### config.mk
export PLATFORM = sky130hd
export DESIGN_NAME = rnn_host_sequencer
export DESIGN_NICKNAME = d
export VERILOG_FILES = /design/src/rtl/rnn_host_sequencer.sv
export SDC_FILE = /design/constraint.sdc
export NUM_CORES = 1
export LEC_CHECK = 0
export BUFFER_PORTS_ARGS = -buffer_cell sky130_fd_sc_hd__buf_4
export CAP_MARGIN = 5
export CORE_AREA = 4 4 92 94
export CTS_BUF_LIST = sky130_fd_sc_hd__clkbuf_8
export DETAILED_ROUTE_END_ITERATION = 8
export DIE_AREA = 0 0 96 98
export PLACE_DENSITY = 0.8
export SYNTH_ARGS = -nofsm -noshare
export SYNTH_HDL_FRONTEND = slang
export SYNTH_SLANG_ARGS = --single-unit
### constraint.sdc
create_clock -name clk -period 2.11 [get_ports clk]
set_input_delay 0.422 -clock clk [delete_from_list [all_inputs] [get_ports clk]]
set_output_delay 0.422 -clock clk [all_outputs]
set_load 0.05 [all_outputs]
### src/rtl/rnn_host_sequencer.sv
// rnn_host_sequencer: turns WRITE/STEP/DENSE/NOP commands into timed
// bus cycles on the rnn slave port and returns dense results.
// Ports:
//   clk, rst_n                          clock, async active-low reset
//   cmd_valid/cmd_ready/op/addr/data    command stream in
//   rnn_read/write/addr/wdata/rdata     slave bus (rdata is combinational)
//   res_valid/res_ready/res_data        dense result out
//   busy, err                           not-idle flag, sticky poll timeout
module rnn_host_sequencer #(
    parameter int STEP_WAIT = 64,
    parameter int POLL_MAX  = 1024,
    parameter int PW        = 11
) (
    input  logic        clk,
    input  logic        rst_n,
    input  logic        cmd_valid,
    output logic        cmd_ready,
    input  logic [1:0]  cmd_op,
    input  logic [2:0]  cmd_addr,
    input  logic [31:0] cmd_data,
    output logic        rnn_read,
    output logic        rnn_write,
    output logic [31:0] rnn_addr,
    output logic [31:0] rnn_wdata,
    input  logic [31:0] rnn_rdata,
    output logic        res_valid,
    input  logic        res_ready,
    output logic [15:0] res_data,
    output logic        busy,
    output logic        err
);

    // The wait counter only ever holds STEP_WAIT-1 down to 0.
    localparam int SW = (STEP_WAIT > 1) ? $clog2(STEP_WAIT) : 1;
    localparam logic [SW-1:0] STEP_LOAD =
        SW'((STEP_WAIT > 0) ? (STEP_WAIT - 1) : 0);
    localparam logic [PW-1:0] POLL_LAST = PW'(POLL_MAX - 1);

    localparam logic [1:0] OP_WRITE = 2'd0;
    localparam logic [1:0] OP_STEP  = 2'd1;
    localparam logic [1:0] OP_DENSE = 2'd2;

    typedef enum logic [2:0] {
        S_IDLE,
        S_WR,
        S_STEP_WR,
        S_STEP_WAIT,
        S_DN_WR,
        S_POLL,
        S_RD,
        S_OUT
    } state_t;

    state_t        state;
    state_t        state_d;
    logic [2:0]    lat_addr;
    logic [31:0]   lat_data;
    logic [SW-1:0] step_cnt;
    logic [PW-1:0] poll_cnt;
    logic          accept;
    logic          status;
    logic          poll_expire;

    // Upper half of the result word carries nothing for this block.
    logic unused_rdata;
    assign unused_rdata = ^rnn_rdata[31:16];

    assign accept      = (state == S_IDLE) && cmd_valid;
    assign status      = rnn_rdata[0];
    assign poll_expire = (state == S_POLL) && !status
                         && (poll_cnt == POLL_LAST);

    assign cmd_ready = (state == S_IDLE);
    assign busy      = (state != S_IDLE);
    assign res_valid = (state == S_OUT);

    always_comb begin
        state_d   = state;
        rnn_read  = 1'b0;
        rnn_write = 1'b0;
        rnn_addr  = 32'd0;
        rnn_wdata = 32'd0;
        unique case (state)
            S_IDLE: begin
                if (cmd_valid) begin
                    unique case (cmd_op)
                        OP_WRITE: state_d = S_WR;
                        OP_STEP:  state_d = S_STEP_WR;
                        OP_DENSE: state_d = S_DN_WR;
                        default:  state_d = S_IDLE;
                    endcase
                end
            end
            S_WR: begin
                rnn_write = 1'b1;
                rnn_addr  = {29'd0, lat_addr};
                rnn_wdata = lat_data;
                state_d   = S_IDLE;
            end
            S_STEP_WR: begin
                rnn_write = 1'b1;
                state_d   = (STEP_WAIT == 0) ? S_IDLE : S_STEP_WAIT;
            end
            S_STEP_WAIT: begin
                if (step_cnt == '0) state_d = S_IDLE;
            end
            S_DN_WR: begin
                rnn_write = 1'b1;
                rnn_addr  = 32'd7;
                state_d   = S_POLL;
            end
            S_POLL: begin
                rnn_read = 1'b1;
                if (status)           state_d = S_RD;
                else if (poll_expire) state_d = S_IDLE;
            end
            S_RD: begin
                rnn_read = 1'b1;
                rnn_addr = 32'd7;
                state_d  = S_OUT;
            end
            S_OUT: begin
                if (res_ready) state_d = S_IDLE;
            end
            default: state_d = S_IDLE;
        endcase
    end

    always_ff @(posedge clk or negedge rst_n) begin
        if (!rst_n) begin
            state    <= S_IDLE;
            lat_addr <= 3'd0;
            lat_data <= 32'd0;
            step_cnt <= '0;
            poll_cnt <= '0;
            res_data <= 16'd0;
            err      <= 1'b0;
        end else begin
            state <= state_d;
            if (accept) begin
                lat_addr <= cmd_addr;
                lat_data <= cmd_data;
            end
            if (state == S_STEP_WR) begin
                step_cnt <= STEP_LOAD;
            end else if (state == S_STEP_WAIT && step_cnt != '0) begin
                step_cnt <= step_cnt - 1'b1;
            end
            if (state == S_DN_WR) begin
                poll_cnt <= '0;
            end else if (state == S_POLL && !status && !poll_expire) begin
                poll_cnt <= poll_cnt + 1'b1;
            end
            if (poll_expire) err <= 1'b1;
            if (state == S_RD) res_data <= rnn_rdata[15:0];
        end
    end

endmodule
---- After elaboration in Yosys (flattened, before gate mapping) ----
Index checks and enable logic that the tools add are counted.
storage, ports and cells
  bits in registers ....................... 72
  bits of input ports ..................... 73
  output and inout port bits .............. 86
  word-level logic and storage cells ...... 56
operators by class
  add/subtract/negate cells ............... 2
  equal/unequal tests ..................... 14
  multiplexer cells ....................... 15
  reduce and logical (&&, ||, !) cells .... 18
operator list
  kind                                                                     count
  32-bit 2-to-1 mux                                                        1
  3-bit one-hot mux with 8 select lines                                    1
  11-bit 2-to-1 mux                                                        2
  3-bit 2-to-1 mux                                                         5
  3-bit equality test, second input constant                               4
  6-bit 2-to-1 mux                                                         2
  11-bit by 1-bit adder with 11-bit output, second input constant          1
  11-bit by 10-bit equality test with 1-bit output, second input constant  1
  3-bit one-hot mux with 3 select lines                                    1
  3-bit by 2-bit equality test with 1-bit output, second input constant    2
  6-bit logical NOT                                                        1
  3-bit one-hot mux with 2 select lines                                    1
  6-bit nonzero test                                                       1
  6-bit by 1-bit subtractor with 6-bit output, second input constant       1
  1-bit logical AND                                                        5
  2-bit != test, second input constant                                     2
  4-bit AND reduction                                                      1
  2-bit nonzero test                                                       2
  2-bit OR reduction                                                       2
  3-bit by 1-bit equality test with 1-bit output, second input constant    1
  3-bit logical NOT                                                        1
  3-bit != test, second input constant                                     1
  3-bit nonzero test                                                       1
  3-bit OR reduction                                                       1
  6 further kinds                                                          8

---- Longest topological paths before layout ----
  depth after elaboration ................. 7
  depth in mapped cells ................... 7
  mapped depth without buffers ............ 6

---- Worst setup path before layout ----
No wires, ideal clock.
  path kind ............................... register to register
  start ................................... reg state[2]
  end ..................................... reg state[1]
  library setup time ...................... 0.082 ns
  data arrival time ....................... 3.045 ns
  required time ........................... 2.028 ns
  slack ................................... -1.018 ns
  cell stages (with the launch flop) ...... 7
  buffers on the path ..................... 1
  period minus slack after synthesis ...... 3.128 ns
  path through ............................ dfrtp_1 > buf_6 > nor3_1 > inv_1 > o22ai_1 > and4bb_2 > o22ai_1
between the ends
  elaborated cells on any way between the ends .. 16
  classes of those cells .................. 11 x eq/ne; 1 x mux; 4 x reduce/logical
RTL lines
  item                                  line  source
  from (decl)                           54    state_t state;
  from (signal assigned)                139   state <= state_d;
  3-bit logical NOT *                   n/a
  named net cmd_ready                   17    output logic cmd_ready,
  2-bit != test (no source line)        n/a
  4-bit AND reduction (no source line)  n/a
The timed path passes the listed nets; every way through them passes the cells marked *.
A chain may end at the register's enable or synchronous reset.

---- Final worst setup path ----
  start ................................... reg state[2]
  end ..................................... out rnn_write
between the ends
  word-level cells in the longest chain between the ends .. 3
  elaborated cells on any way between the ends .. 5
  classes of those cells .................. 3 x eq/ne; 1 x mux; 1 x reduce/logical
ends and longest elaborated chain
  item                                                                    line  source
  3-bit by 2-bit equality test with 1-bit output (tied with other cells)  83    unique case (state)
  3-bit OR reduction (no source line) *                                   n/a
  1-bit 2-to-1 mux *                                                      83
  to (decl)                                                               22    output logic rnn_write,
Every way passes the cells marked *; elsewhere a longest branch is shown, timed or not.

==> summary.md <==
| Metric | Value |
|---|---|
| Outcome | `finished clean` |
| H-tree depth | `3` |
| Pwr/cell area | `1666 mW/mm2` |
| CTS tree | `done` |
| Row cnt | `32` |
| Clk pin slew, worst setup/hold paths | `80 ps` |
| Slew of the pin with the lowest slew margin | `588.5 ps` |
| Most common flop cell mapped by yosys | `dfrtp_1` |
| DRT Pass-1 Iters | `4` |
| CP Capture Type | `output port` |
| MaxCap Viol Count | `0` |
| Initial antenna violation count | `0` |
| VDD IR-drop max | `0.001019 V` |
| Hold Fails Final Rpt | `0` |
| Post-layout nets | `507` |
| Tcrit/Tclk final | `0.9696` |
| Sequential fraction of design power | `0.280` |
| Min Clock Period, post-route | `2046 ps` |
| Synth-to-layout area growth | `33.59%` |
| Initial core utilization | `0.4764` |
| Routability congestion estimate | `0.7845` |
| Data required, critical path | `1690 ps` |
| Worst Hold Class | `primary input to register` |
| Register bit count reported by yosys | `72` |
| LEAKAGE | `2.284 nW` |
| Die height | `98 um` |
| Seq/Total Area, Yosys | `0.4945` |
| Final worst slack | `64.07 ps` |
| Crit path DAT | `1620 ps` |
| Pre-CTS WS | `167.9 ps` |
| # IOs | `159` |
| Antenna Cells | `0` |
| Setup-failing EPs final | `0` |
| Clock share of power | `0.163` |
| Final wirelength | `7574 um` |
| Combinational power share | `0.557` |
| Pin count of the biggest net entering global routing | `44` |
| Max Freq | `488.8 MHz` |
| Post-synth EDFFs | `0` |
| CTS Buf Count | `9` |
| Synth Area per Inst | `11.72 um2` |
| Layout cell share with drive strength beyond 1 | `0.4702` |
| DRT antenna net count | `0` |
| Cells after Synth | `311` |
| HPWL after detailed placement | `5532 um` |
| Crit Path Max Fanout | `7` |
| NetSw | `3.623 mW` |
| DR vias/cell | `4.952` |
| Switch share | `0.4468` |
| # port buffers | `113` |
| Root Driver | `clkbuf_8` |
| Core Area | `0.007647 mm2` |
| Clock buffer depth | `2` |
| Top post-synthesis cells by area | `dfrtp_1 49%, mux2_2 15%, buf_4 6.8%` |
| Ys async rst share | `1.000` |
| WL/cell | `14.08 um` |
| Worst clock skew | `12.10 ps` |
| Cell Int Power | `4.486 mW` |
| Iteration-0 DRC Markers | `90` |
| Fillers | `599` |
| Vias in the first global route | `2649` |
| Tot Pwr | `8.109 mW` |
| Grt total ovfl | `0` |
| Yosys warns | `0` |
| Via Count | `2664` |
| Distinct cells, synth | `49` |
| Chip width | `96 um` |
| Critical Path Source Type | `register` |
| Synth Cell Area | `0.003643 mm2` |
| GRT Resource Usage Total | `0.1683` |
| CP Class | `register to output port` |
| Worst-Skew Late Latency | `350 ps` |
| First-pass GRT wire length | `12590 um` |
| Share of the synthesized area in the top cell type | `0.4945` |
| Final Slew Violations | `0` |
| Die area | `0.009408 mm2` |
| Num Clock Sinks | `72` |
| RSZ-0062 raised after global routing | `yes` |
| Dominant cell type by area after synthesis | `dfrtp_1` |
| DRC violations left | `0` |
| Worst rel slew slack | `0.6056` |
==> worst max-delay path, cell delays in order, from the launching register on <==
cell	delay, ps
dfrtp_1	400
inv_2	90
or3_2	540
o21ai_2	90
buf_6	170
==> layout make-up <==
type / instances / area, um2 / area share
repair buffers: 126 / 1061 / 0.2180
inverters: 9 / 33.78 / 0.006941
flip-flops and latches: 72 / 1804 / 0.3707
clock inverters: 6 / 107.6 / 0.02211
clock buffers: 10 / 137.6 / 0.02828
well taps: 102 / 127.6 / 0.02622
multi-input cells: 213 / 1595 / 0.3278
==> power groups by stage <==
| stage | registers (mW) | logic, mW | clock network [mW] |
|---|---|---|---|
| after floorplan | 2.76 | 2.77 | 0 |
| after CTS | 2.27 | 4.45 | 1.37 |
| after global placement | 2.27 | 4.32 | 0 |
| final | 2.27 | 4.52 | 1.32 |
| after detailed placement | 2.30 | 4.39 | 0 |
| after global routing | 2.36 | 4.80 | 1.43 |
==> stage by stage <==
stage | cell area, um2 | cells | hold WS (ps) | utilization | setup TNS (ps)
after floorplan | 3760 | 339 | 126.4 | - | -39.57
after global placement | 4516 | 519 | 375.7 | 0.5905 | 0
after detailed placement | 4516 | 519 | 380.6 | 0.5905 | 0
after CTS | 4792 | 538 | 282.3 | 0.6266 | 0
after global routing | 4867 | 538 | 285.0 | 0.6365 | -38.67
final | 4867 | 538 | 303.1 | 0.6365 | 0
==> routing by layer <==
layer / GRT usage / routed length, um / vias to the layer above
met5: 0 / 0 / -
met4: 0.07112 / 108 / 0
met3: 0.03544 / 565 / 12
met2: 0.2746 / 3825 / 108
met1: 0.2139 / 3075 / 1265
li1: - / - / 1279
==> path summary, 6_finish.rpt <==
path | to | from | slack, ps | cells past startpoint
max | rnn_write | state[2]$_DFFE_PN0P_ | 60 | 4
min | res_data[3]$_DFFE_PN0P_ | rnn_rdata[3] | 300 | 2
max reg2reg | state[0]$_DFFE_PN0P_ | step_cnt[0]$_DFFE_PN0P_ | 160 | 6
min reg2reg | lat_data[2]$_DFFE_PN0P_ | lat_data[2]$_DFFE_PN0P_ | 500 | 1
max in group asynchronous | lat_data[16]$_DFFE_PN0P_ | rst_n | 980 | 3
min in group asynchronous | poll_cnt[7]$_DFFE_PN0P_ | rst_n | 580 | 2
==> cells in the final DEF, fill, tap and decap left out, types with 5 or more instances in the layout <==
cell / count
clkbuf_8: 10
nand3_1: 5
nand2_1: 9
o21ai_0: 7
conb_1: 29
buf_6: 20
o31ai_1: 5
nor2_1: 9
nor3_1: 5
a21oi_1: 6
mux2_2: 50
inv_1: 8
buf_4: 102
dfrtp_1: 70
and2_1: 33
==> timing repair <==
action	4_1_cts	5_1_grt
setup endpoints to repair	36	20
hold endpoints to repair	2	0
resized for setup	4	20
buffers inserted	2	0
pin swaps	0	0
hold buffers	1	0
==> logic make-up (layout without fill, tap and decap cells) <==
family                   count (synthesis)  after routing  synth area share
multiplexers                            51             51            0.1573
buffers and inverters                   54            151            0.1006
AND/OR/NAND/NOR                         88             88            0.1511
AO/OA/AOI/OAI                           36             36           0.07075
XOR/XNOR                                 6              6           0.01442
adder cells (fa/ha/maj)                  3              3           0.01030
flip-flops                              72             72            0.4945
other                                    1             29          0.001029
==> synth_stat cells, drive strengths merged, types with 2 or more instances <==
cell type	number
dfrtp	72
mux2	50
buf	40
and2	33
inv	9
nand2	9
nor2	9
o21ai	8
nor3	7
a21oi	6
clkbuf	5
nand3	5
o31ai	5
or3	5
o211ai	4
or4	4
xor2	4
a21o	3
ha	3
a31oi	2
and3	2
and3b	2
and4bb	2
nand4	2
nor4b	2
o22ai	2
xnor2	2
==> sequential cells by signal, indices dropped and copies added (netlist names) <==
name	flops
res_data	16
lat_addr	3
poll_cnt	11
lat_data	32
state	3
step_cnt	6
err	1
Note: power is estimated with default switching activity, not from simulation.
